--- config.mk ---
export PLATFORM = sky130hd
export DESIGN_NAME = nv_fifo_ctrl_rwsp_64x16
export DESIGN_NICKNAME = d
export VERILOG_FILES = /design/src/rtl/nv_fifo_ctrl_rwsp_64x16.sv
export SDC_FILE = /design/constraint.sdc
export NUM_CORES = 1
export LEC_CHECK = 0
export BUFFER_PORTS_ARGS = -buffer_cell sky130_fd_sc_hd__buf_4
export CAP_MARGIN = 30
export CORE_MARGIN = 2
export CORE_UTILIZATION = 42
export CTS_CLUSTER_DIAMETER = 80
export DETAILED_ROUTE_END_ITERATION = 10
export HOLD_SLACK_MARGIN = 0.02
export PLACE_DENSITY = 0.91
export SLEW_MARGIN = 20
export SYNTH_ARGS = -nofsm -noshare
export SYNTH_HDL_FRONTEND = slang
export SYNTH_SLANG_ARGS = --single-unit
--- constraint.sdc ---
create_clock -name nvdla_core_clk -period 3.2 [get_ports nvdla_core_clk]
set_input_delay 0.16 -clock nvdla_core_clk [delete_from_list [all_inputs] [get_ports nvdla_core_clk]]
set_output_delay 0.16 -clock nvdla_core_clk [all_outputs]
set_load 0.05 [all_outputs]
--- src/rtl/nv_fifo_ctrl_rwsp_64x16.sv ---
// ---------------------------------------------------------------------------
// nv_fifo_ctrl_rwsp_64x16
//   Valid/ready FIFO controller for an external 64x16 1R1W RAM. The RAM has a
//   registered read address (loaded on ram_re) and an output data register
//   (loaded on ram_ore). This block maps a two-stage read pipe onto those two
//   RAM registers. The result is a pop stream that can sustain one push and
//   one pop every cycle without any local skid storage.
//
// Ports
//   nvdla_core_clk / nvdla_core_rstn : clock, async active-low reset
//   wr_pvld / wr_prdy / wr_pd        : push stream
//   rd_pvld / rd_prdy / rd_pd        : pop stream (rd_pd is ram_dout)
//   ram_we / ram_wa / ram_di         : RAM write port
//   ram_re / ram_ra                  : RAM read-address port
//   ram_ore                          : RAM output-register enable
//   ram_dout                         : RAM registered read data
//   fifo_count                       : entries held, 0..DEPTH
//   fifo_idle                        : empty and no push this cycle
//   pwrbus_ram_pd / ram_pwrbus_ram_pd: RAM power control, passed through
//
// Handshake: a transfer happens on a rising clock edge when valid and ready
// are both high. Valid does not depend on ready. Once rd_pvld is high, it
// stays high with stable rd_pd until the pop takes place.
// ---------------------------------------------------------------------------
module nv_fifo_ctrl_rwsp_64x16 #(
  parameter int DEPTH = 64,
  parameter int AW    = 6,
  parameter int DW    = 16
) (
  input  logic          nvdla_core_clk,
  input  logic          nvdla_core_rstn,
  input  logic          wr_pvld,
  output logic          wr_prdy,
  input  logic [DW-1:0] wr_pd,
  output logic          rd_pvld,
  input  logic          rd_prdy,
  output logic [DW-1:0] rd_pd,
  output logic          ram_we,
  output logic [AW-1:0] ram_wa,
  output logic [DW-1:0] ram_di,
  output logic          ram_re,
  output logic [AW-1:0] ram_ra,
  output logic          ram_ore,
  input  logic [DW-1:0] ram_dout,
  output logic [AW:0]   fifo_count,
  output logic          fifo_idle,
  input  logic [31:0]   pwrbus_ram_pd,
  output logic [31:0]   ram_pwrbus_ram_pd
);

  logic [AW-1:0] r_wr_ptr;
  logic [AW-1:0] r_rd_ptr;
  logic [AW:0]   r_used_cnt;  // written, not yet captured into the RAM output register
  logic [AW:0]   r_pend_cnt;  // written, read address not yet issued
  logic          r_s1_vld;    // RAM read-address register holds an issued entry
  logic          r_s2_vld;    // RAM output register holds data

  logic          w_push;
  logic          w_pop;
  logic          w_ore;
  logic          w_re;
  logic [AW:0]   w_count;

  // The occupancy includes the entry parked in the RAM output register.
  // Full is judged on this total, so that RAM plus output register never
  // hold more than DEPTH entries and fifo_count stays within 0..DEPTH.
  assign w_count = r_used_cnt + {{AW{1'b0}}, r_s2_vld};
  assign wr_prdy = (w_count != (AW+1)'(DEPTH));
  assign w_push  = wr_pvld & wr_prdy;

  // Stage S1 moves into S2 when S2 is empty or is being popped. A new
  // address issues when S1 is empty or is moving on in this cycle.
  assign w_ore   = r_s1_vld & (~r_s2_vld | rd_prdy);
  assign w_re    = (r_pend_cnt != '0) & (~r_s1_vld | w_ore);
  assign w_pop   = r_s2_vld & rd_prdy;

  assign rd_pvld    = r_s2_vld;
  assign rd_pd      = ram_dout;
  assign ram_we     = w_push;
  assign ram_wa     = r_wr_ptr;
  assign ram_di     = wr_pd;
  assign ram_re     = w_re;
  assign ram_ra     = r_rd_ptr;
  assign ram_ore    = w_ore;
  assign fifo_count = w_count;
  assign fifo_idle  = (w_count == '0) & ~w_push;

  assign ram_pwrbus_ram_pd = pwrbus_ram_pd;

  always_ff @(posedge nvdla_core_clk or negedge nvdla_core_rstn) begin
    if (!nvdla_core_rstn) begin
      r_wr_ptr   <= '0;
      r_rd_ptr   <= '0;
      r_used_cnt <= '0;
      r_pend_cnt <= '0;
      r_s1_vld   <= 1'b0;
      r_s2_vld   <= 1'b0;
    end else begin
      if (w_push) r_wr_ptr <= r_wr_ptr + AW'(1);
      if (w_re)   r_rd_ptr <= r_rd_ptr + AW'(1);

      r_pend_cnt <= r_pend_cnt + (AW+1)'(w_push) - (AW+1)'(w_re);
      r_used_cnt <= r_used_cnt + (AW+1)'(w_push) - (AW+1)'(w_ore);

      if (w_re)       r_s1_vld <= 1'b1;
      else if (w_ore) r_s1_vld <= 1'b0;

      if (w_ore)      r_s2_vld <= 1'b1;
      else if (w_pop) r_s2_vld <= 1'b0;
    end
  end

endmodule

==> flow_summary.yaml, run 1 <==
logic_synthesis:
  synth_nets: 327
  ys_ff_latch: 28
  avgSynthCellArea_um2: 9.76
  yosys.area.top_type: "dfrtp_1"
  synth-edff-count: 0
  syn_inst: 233
  synth_top_area_share: 0.308
  yosysMostFrequentCell: "buf_4"
  ys_warn_count: 0
  synth.area.top_cells: "dfrtp_1 (31%), buf_4 (21%), ha_1 (13%), xnor2_1 (6.2%), inv_1 (4.5%)"
  synth-seq-area-share: 0.308
  synth_area_um2: 2270
  synth_cell_types: 35
  synthArstFlopShare: 1.00
  ys.flop_type: "dfrtp_1"
  yosys-top-cells-count: "buf_4 (64), dfrtp_1 (28), inv_1 (27), ha_1 (24), xnor2_1 (16)"
power_and_ir_drop:
  ir_drop_v: 0.000592
  p_per_area_nw_per_um2: 1400
  leakagePower_nw: 1.05
floorplan:
  die_h_um: 77.6
  dieArea_um2: 6020
  core_region_area_um2: 5170
  die_w_um: 77.6
  io_pins: 157
  num_rows: 26
  initial_utilization: 0.440
cells_and_area:
  final_area_um2: 2270
  n_antenna_cell: 0
  nets: 298
  layout-drive-gt1-share: 0.261
  n_fill_cell: 481
  area_growth_pct: -0.0000879
  instances_no_fill: 273
route:
  first_iter_violations: 55
  firstDrtPassIters: 4
  vias_per_cell: 4.80
  drtAntennaViolNets: 0
  routedWlPerCell_um: 12.3
  drc: 0
  vias: 1310
  routed_wl_mm: 3.37
worst_setup_path:
  critPathMaxFanout: 4
  criticalPathCategory: "reg -> reg"
  arrival_ns: 3.10
  endpoint_kind: "register"
  cp-start-kind: "register"
  worstPathRequired_ns: 3.41
grt:
  antenna_found_initial: 0
  overflow: 0
  grt_first_pass_wirelength_mm: 5.72
  grt_pass1_vias: 1308
  grt_start_max_net_pins: 29
  track_usage: 0.114
clocking:
  cts_made_buffers: 3
  clockRootBuffer: "clkbuf_8"
  post_cts_buffers: 0
  ctsHoldBuffers: 1
  cts.path.max_buffers: 2
  worst_skew_pair.late_latency_ns: 0.27
  cts.sinks: 28
  cts_tree: "yes"
  clk_pin_slew_ns: 0.10
  htree_num_levels: 1
  cts_resized: 0
sta:
  hold_violations: 0
  fin_crit_ns: 2.89
  grt_setup_unrepaired: "false"
  holdWs_ns: 0.156
  tns_ns: 0
  fin_crit_sh: 0.904
  fin_worst_skew_ns: 0.00639
  fmax_ghz: 0.346
  setup_viol: 0
  worst_pin_slew_ns: 0.440
  slew_headroom: 0.704
  drv_slew: 0
place:
  dp_hpwl_mm: 2.73
  port_buffers: 28
  placed_area_um2: 2190
  gp_congestion: 0.752
  dp.cells: 268
min_path:
  hold_class: "in -> reg"
outcome:
  run_status: "completed"
run:
  maxCapViolCount: 0
[power breakdown]
group | total, W | internal (W) | switching [W] | leakage [nW]
sequential | 0.000764 | 0.000544 | 0.000220 | 0.324
combinational | 0.00215 | 0.000862 | 0.00128 | 0.689
clock | 0.000276 | 0.000167 | 0.000109 | 0.0357
total | 0.00319 | 0.00157 | 0.00161 | 1.05
[logic make-up after synthesis]
logic type,after synthesis,synth area share
buffers and inverters,91,0.256
flip-flops,28,0.308
AND/OR/NAND/NOR,41,0.0957
adder cells (fa/ha/maj),26,0.150
XOR/XNOR,24,0.0990
AO/OA/AOI/OAI,21,0.0803
multiplexers,2,0.0115
[path summary, 6_finish.rpt]
kind,startpoint,endpoint,depth (start not counted),slack [ns]
max,rd_pvld$_DFFE_PN0P_,r_used_cnt[6]$_DFF_PN0_,13,0.31
min reg2reg,ram_wa[5]$_DFFE_PN0N_,ram_wa[5]$_DFFE_PN0N_,1,0.48
min in group asynchronous,nvdla_core_rstn,r_used_cnt[1]$_DFF_PN0_,2,0.33
max reg2reg,rd_pvld$_DFFE_PN0P_,r_used_cnt[6]$_DFF_PN0_,13,0.31
max in group asynchronous,nvdla_core_rstn,rd_pvld$_DFFE_PN0P_,2,2.60
min,rd_prdy,rd_pvld$_DFFE_PN0P_,3,0.16
[cell type report]
cell class	instances	area, um2	share of cell area
clock buffers	3	41.3	0.0182
clock inverters	1	30.0	0.0132
inverters	27	101	0.0446
multi-input cells	114	1080	0.477
flip-flops and latches	28	702	0.309
well taps	70	87.6	0.0385
repair buffers	30	228	0.100
[layout by cell type, fill, tap and decap left out, types with 2 or more instances in the layout]
cell and n:
buf_4 29, dfrtp_1 27, inv_1 26, ha_1 20, xnor2_1 16, nand2_1 10
a21oi_1 6, nand3_1 5, xor2_1 5, nand4_1 5, nand2b_1 4, nor2_1 4
clkbuf_8 3, nor2b_1 2, a21oi_2 2, a21o_1 2, o21ai_0 2, o21ai_1 2
nor3_1 2, fa_2 2, ha_4 2, ha_2 2
[registers in the layout, indices dropped and copies added (netlist names)]
signal / flops
r_pend_cnt: 7
r_s1_vld: 1
r_used_cnt: 7
ram_ra: 6
ram_wa: 6
rd_pvld: 1
[through the flow]
stage	worst slack, ns	power [W]	util
2_1_floorplan	-0.0525	0.00267	-
3_3_place_gp	0.387	0.00284	0.424
3_5_place_dp	0.306	0.00293	0.424
4_1_cts	0.269	0.00322	0.440
5_1_grt	0.0737	0.00344	0.440
6_report	0.306	0.00319	0.440
[layer usage]
| metal | share of wire | global-route usage |
|---|---|---|
| met4 | 0.010 | 0.0357 |
| met2 | 0.49 | 0.195 |
| met5 | 0 | 0 |
| met1 | 0.44 | 0.141 |
| met3 | 0.060 | 0.0279 |
[critical path, stage by stage, from the launching register on]
cell       delay [ns]
dfrtp_2          0.46
ha_4             0.19
ha_4             0.19
xor2_4           0.16
a2111oi_4        0.31
a41oi_4          0.20
ha_2             0.24
inv_2            0.05
fa_2             0.19
nor2b_1          0.05
o21ai_1          0.16
a21boi_1         0.12
or4_1            0.41
nand3_1          0.10
Power figures use the tool's default switching activity.
==> inputs of run 2 (changes only) <==
Settings changed: ABC_AREA set to 1, CORE_UTILIZATION 42 to 43, PLACE_DENSITY 0.91 to 0.92, REMOVE_ABC_BUFFERS set to 1.
==> flow_summary.yaml, run 2 <==
place:
  dp_slack_ns: 0.239
  gp_congestion: 1.06
  port_buffers: 28
  dp_hpwl_mm: 7.95
clocking:
  clockRootBuffer: "clkbuf_8"
  worst_skew_pair.late_latency_ns: 0.28
  cts.sinks: 28
  clk_pin_slew_ns: 0.10
  cts_tree: "yes"
  htree_num_levels: 1
  cts.path.max_buffers: 2
  cts_made_buffers: 3
floorplan:
  initial_utilization: 0.454
  core_region_area_um2: 5200
  io_pins: 157
  die_h_um: 78.1
  num_rows: 26
  die_w_um: 78.1
  dieArea_um2: 6110
route:
  first_iter_violations: 119
  drc: 0
  routedWlPerCell_um: 28.3
  routed_wl_mm: 9.10
  drtAntennaViolNets: 0
  vias: 1696
  firstDrtPassIters: 4
  vias_per_cell: 5.27
worst_setup_path:
  critPathMaxStageDelay_ns: 0.43
  arrival_ns: 3.12
  rrSetupSlack_ns: 0.28
  cp_top_family: "adder cells"
  rr_endpoint: "r_used_cnt[6]$_DFF_PN0_"
  critPathMaxFanout: 11
  path_buf_inv: 3
  endpoint_kind: "register"
  criticalPathCategory: "reg -> reg"
  reg2regPathDepth: 15
  cp-start-kind: "register"
  cp_slowest_cell: "dfrtp_1"
  worstPathRequired_ns: 3.41
  rr_startpoint: "rd_pvld$_DFFE_PN0P_"
  crit_chain: "ha_1 -> ha_1 -> nand2_2 -> xor2_2 -> nor2_4 -> nand2_4 -> nand2_1 -> inv_1 -> ha_1 -> inv_1 -> fa_1 -> inv_1 -> nand4_1 -> o211ai_1 -> xor2_1"
grt:
  track_usage: 0.307
  antenna_found_initial: 0
  grt_first_pass_wirelength_mm: 13.0
  grt_start_max_net_pins: 29
  grt_pass1_vias: 1748
  overflow: 0
min_path:
  whs_endpoint: "rd_pvld$_DFFE_PN0P_"
  hold_class: "in -> reg"
  hp-start: "rd_prdy"
  min_delay_path_depth: 4
sta:
  fin_worst_skew_ns: 0.00335
  fmax_ghz: 0.343
  grt_setup_unrepaired: "false"
  drv_slew: 0
  slew_headroom: 0.758
  worst_pin_slew_ns: 0.362
  fin_crit_sh: 0.911
  fin_crit_ns: 2.92
  setup_ws_ns: 0.285
  hold_violations: 0
  tns_ns: 0
  setup_viol: 0
cells_and_area:
  area_growth_pct: -4.55
  layout-drive-gt1-share: 0.175
  mostFrequentLayoutCells: "nand2_1 (46), inv_1 (41), buf_4 (28), dfrtp_1 (28), ha_1 (24)"
  seq_area_um2: 701
  n_fill_cell: 479
  top_regs: "r_pend_cnt (7), r_used_cnt (7)"
  multi_input_area_um2: 1010
  layout_commonest_cell: "nand2_1"
  n_antenna_cell: 0
  nets: 347
power_and_ir_drop:
  leakagePower_nw: 1.22
  p_per_area_nw_per_um2: 1390
  ir_drop_v: 0.000672
  total_power_w: 0.00314
logic_synthesis:
  synth-edff-count: 0
  synth_area_um2: 2360
  synth_top_area_share: 0.296
  syn_inst: 284
  yosys.area.top_type: "dfrtp_1"
  yosys-top-cells-count: "buf_4 (64), nand2_1 (46), inv_1 (41), dfrtp_1 (28), ha_1 (24)"
  avgSynthCellArea_um2: 8.32
  synth-seq-area-share: 0.296
  synth_cell_types: 25
  synth.area.top_cells: "dfrtp_1 (30%), buf_4 (20%), ha_1 (13%), nand2_1 (7.3%), inv_1 (6.5%)"
  ys_ff_latch: 28
  synthArstFlopShare: 1.00
  ys_warn_count: 0
  ys.flop_type: "dfrtp_1"
  yosysMostFrequentCell: "buf_4"
outcome:
  run_status: "completed"
run:
  maxCapViolCount: 0
run 2: changes by cell type after synthesis, sizes merged, moves of 3 or more:
cell / delta
a31oi: +3
inv: +17
nand2: +41
nand2b: -5
nand3: +11
nand4: +3
nor2: +7
o21ai: -4
xnor2: -11
xor2: +5
run 2: per-layer routing:
layer | up-vias | GRT usage | part of all wire
met5 | - | 0.0727 | 0.0029
li1 | 752 | - | -
met3 | 31 | 0.369 | 0.27
met2 | 142 | 0.442 | 0.41
met4 | 2 | 0.174 | 0.068
met1 | 769 | 0.227 | 0.25
run 2: worst max-delay path by stage:
stage / to / startpoint / slack [ns] / cells past startpoint
after detailed placement: r_used_cnt[6]$_DFF_PN0_ / rd_pvld$_DFFE_PN0P_ / 0.24 / 15
after global routing: r_used_cnt[6]$_DFF_PN0_ / rd_pvld$_DFFE_PN0P_ / 0.02 / 15
after global placement: r_used_cnt[6]$_DFF_PN0_ / rd_pvld$_DFFE_PN0P_ / 0.39 / 15
after CTS: r_used_cnt[6]$_DFF_PN0_ / rd_pvld$_DFFE_PN0P_ / 0.21 / 15
after floorplan: r_used_cnt[6]$_DFF_PN0_ / rd_pvld$_DFFE_PN0P_ / -0.74 / 15
final: r_used_cnt[6]$_DFF_PN0_ / rd_pvld$_DFFE_PN0P_ / 0.28 / 15
run 2: cell families after synthesis:
group           after synthesis  synth area share
simple gates                 90             0.180
xor+xnor                     18            0.0699
compound gates               12            0.0302
fa+ha+maj                    26             0.144
buf+inv                     110             0.280
flops                        28             0.296
run 2: stage by stage:
| step | cell area, um2 | util | hold slack, ns | cells |
|---|---|---|---|---|
| 6_report | 2260 | 0.433 | 0.151 | 322 |
| 5_1_grt | 2260 | 0.433 | 0.166 | 322 |
| 4_1_cts | 2250 | 0.432 | 0.150 | 322 |
| 3_5_place_dp | 2170 | 0.417 | 0.0990 | 317 |
| 3_3_place_gp | 2170 | 0.417 | 0.102 | 317 |
| 2_1_floorplan | 1870 | - | -0.136 | 219 |
run 2: power by group:
group	leakage [nW]	internal (W)	total (W)	switching, W
Combinational	0.851	0.000741	0.00213	0.00139
Clock	0.0357	0.000168	0.000281	0.000114
Sequential	0.331	0.000544	0.000730	0.000185
Total	1.22	0.00145	0.00314	0.00168
run 2: repair_timing:
action                                 in CTS  in global routing
setup endpoints to repair                   0                  1
setup buffers                               0                  0
hold buffers                                1                  0
endpoints found under the hold margin      28                  0
gates resized for setup                     0                  1
run 2: cell type report:
| type | instances | area share |
|---|---|---|
| Timing Repair Buffer | 29 | 0.0976 |
| Sequential cell | 28 | 0.311 |
| Clock inverter | 1 | 0.0133 |
| Tap cell | 70 | 0.0388 |
| Multi-Input combinational cell | 146 | 0.446 |
| Clock buffer | 3 | 0.0183 |
| Inverter | 45 | 0.0749 |
run 2: worst min-delay path: cells and delay by family:
family        cells  cell delay, ns
simple gates      2            0.11
buf+inv           2            0.12
==> inputs of run 3 (changes only) <==
Settings changed: RECOVER_POWER set to 50.
==> flow_summary.yaml, run 3 (synthesis gave the netlist of run 2 again) <==
outcome:
  run_status: "finished, violations left"
  violations: "capacitance limit, slew limit"
worst_setup_path:
  cp_slowest_cell: "dfrtp_1"
  crit_start: "rd_pvld$_DFFE_PN0P_"
  path_buf_inv: 3
  rr_startpoint: "rd_pvld$_DFFE_PN0P_"
  cp-start-kind: "register"
  crit_chain: "ha_1 -> ha_1 -> nand2_2 -> xor2_2 -> nor2_4 -> nand2_4 -> nand2_1 -> inv_1 -> ha_1 -> inv_1 -> fa_1 -> inv_1 -> nand4_1 -> o211ai_1 -> xor2_1"
  critPathMaxStageDelay_ns: 0.43
  worstPathRequired_ns: 3.41
  endpoint_kind: "register"
  arrival_ns: 3.12
  cp_top_family: "adder cells"
  cp.depth: 15
  critPathMaxFanout: 11
  rr_endpoint: "r_used_cnt[6]$_DFF_PN0_"
  reg2regPathDepth: 15
  rrSetupSlack_ns: 0.29
  critPathCapture: "r_used_cnt[6]$_DFF_PN0_"
  criticalPathCategory: "reg -> reg"
route:
  first_iter_violations: 119
  routed_wl_mm: 9.10
  routedWlPerCell_um: 28.3
  firstDrtPassIters: 4
  vias_per_cell: 5.27
  vias: 1697
  drc: 0
  drtAntennaViolNets: 0
floorplan:
  core_region_area_um2: 5200
  die_h_um: 78.1
  die_w_um: 78.1
  dieArea_um2: 6110
  initial_utilization: 0.454
  num_rows: 26
  io_pins: 157
sta:
  setup_viol: 0
  fin_crit_ns: 2.91
  drv_slew: 29
  fin_worst_skew_ns: 0.00335
  fmax_ghz: 0.343
  hold_violations: 0
  tns_ns: 0
  setup_ws_ns: 0.286
  worst_pin_slew_ns: 1.53
  fin_crit_sh: 0.911
  grt_setup_unrepaired: "false"
  slew_headroom: -0.0171
cells_and_area:
  top_regs: "r_pend_cnt (7), r_used_cnt (7)"
  n_antenna_cell: 0
  mostFrequentLayoutCells: "nand2_1 (46), inv_1 (41), dfrtp_1 (28)"
  layout-drive-gt1-share: 0.171
  area_growth_pct: -4.71
  layout_commonest_cell: "nand2_1"
  nets: 347
grt:
  track_usage: 0.307
  antenna_found_initial: 0
  grt_pass1_vias: 1748
  grt_start_max_net_pins: 29
  overflow: 0
  grt_first_pass_wirelength_mm: 13.0
power_and_ir_drop:
  leakagePower_nw: 1.21
  p_per_area_nw_per_um2: 1390
  ir_drop_v: 0.000672
clocking:
  worst_skew_pair.late_latency_ns: 0.28
  htree_num_levels: 1
  clk_pin_slew_ns: 0.10
  cts_made_buffers: 3
  cts.sinks: 28
  clockRootBuffer: "clkbuf_8"
  cts_tree: "yes"
  post_cts_buffers: 0
  cts.path.max_buffers: 2
min_path:
  hold_class: "in -> reg"
  min_delay_path_depth: 4
place:
  dp_hpwl_mm: 7.95
  port_buffers: 28
  gp_congestion: 1.06
  dp_slack_ns: 0.239
run:
  maxCapViolCount: 1
## run 3: changes by cell type in the layout (fill, tap and decap cells not counted)
cell	previous run	this run
clkbuf_1	0	1
buf_4	28	27
## run 3: worst register-to-register path, delay by kind of cell, from the launching register on
kind	cells	cell delay (ns)
fa+ha+maj	4	1.15
simple gates	5	0.49
flops	1	0.43
xor+xnor	2	0.36
buf+inv	3	0.29
compound gates	1	0.11
## run 3: area by class of cell
class	count	area (um2)
clock inverters	1	30.0
clock buffers	3	41.3
repair buffers	29	216
fillers	479	2950
inverters	45	169
flip-flops and latches	28	701
multi-input cells	146	1010
well taps	70	87.6
## run 3: through the flow
stage | instances | utilization | hold slack [ns] | power [W] | area (um2)
5_1_grt | 322 | 0.433 | 0.166 | 0.00339 | 2250
3_3_place_gp | 317 | 0.417 | 0.102 | 0.00274 | 2170
2_1_floorplan | 219 | - | -0.136 | 0.00231 | 1870
3_5_place_dp | 317 | 0.417 | 0.0990 | 0.00283 | 2170
4_1_cts | 322 | 0.432 | 0.150 | 0.00312 | 2250
6_report | 322 | 0.433 | 0.151 | 0.00314 | 2250
## run 3: what timing repair did
item	CTS	global route
hold buffers	1	0
setup endpoints to repair	0	1
resized for setup	0	1
endpoints found under the hold margin	28	0
## run 3: power by group
| group | internal [W] | switching (W) |
|---|---|---|
| clock | 0.000168 | 0.000114 |
| sequential | 0.000544 | 0.000185 |
| combinational | 0.000740 | 0.00139 |
| total | 0.00145 | 0.00169 |
## run 3: layer usage
layer | share of wire | wire, um | up-vias | global-route usage
met3 | 0.27 | 2440 | 31 | 0.369
li1 | - | - | 752 | -
met5 | 0.0029 | 26 | - | 0.0727
met2 | 0.41 | 3750 | 142 | 0.442
met4 | 0.068 | 623 | 2 | 0.174
met1 | 0.25 | 2270 | 770 | 0.227
## run 3: worst min-delay path by stage
stage | startpoint | endpoint | slack [ns]
after detailed placement | nvdla_core_rstn | r_used_cnt[5]$_DFF_PN0_ | 0.1
after global placement | nvdla_core_rstn | ram_wa[3]$_DFFE_PN0N_ | 0.10
after floorplan | nvdla_core_rstn | r_pend_cnt[0]$_DFF_PN0_ | -0.14
after CTS | rd_prdy | rd_pvld$_DFFE_PN0P_ | 0.15
after global routing | wr_pvld | ram_wa[1]$_DFFE_PN0N_ | 0.17
final | rd_prdy | rd_pvld$_DFFE_PN0P_ | 0.15
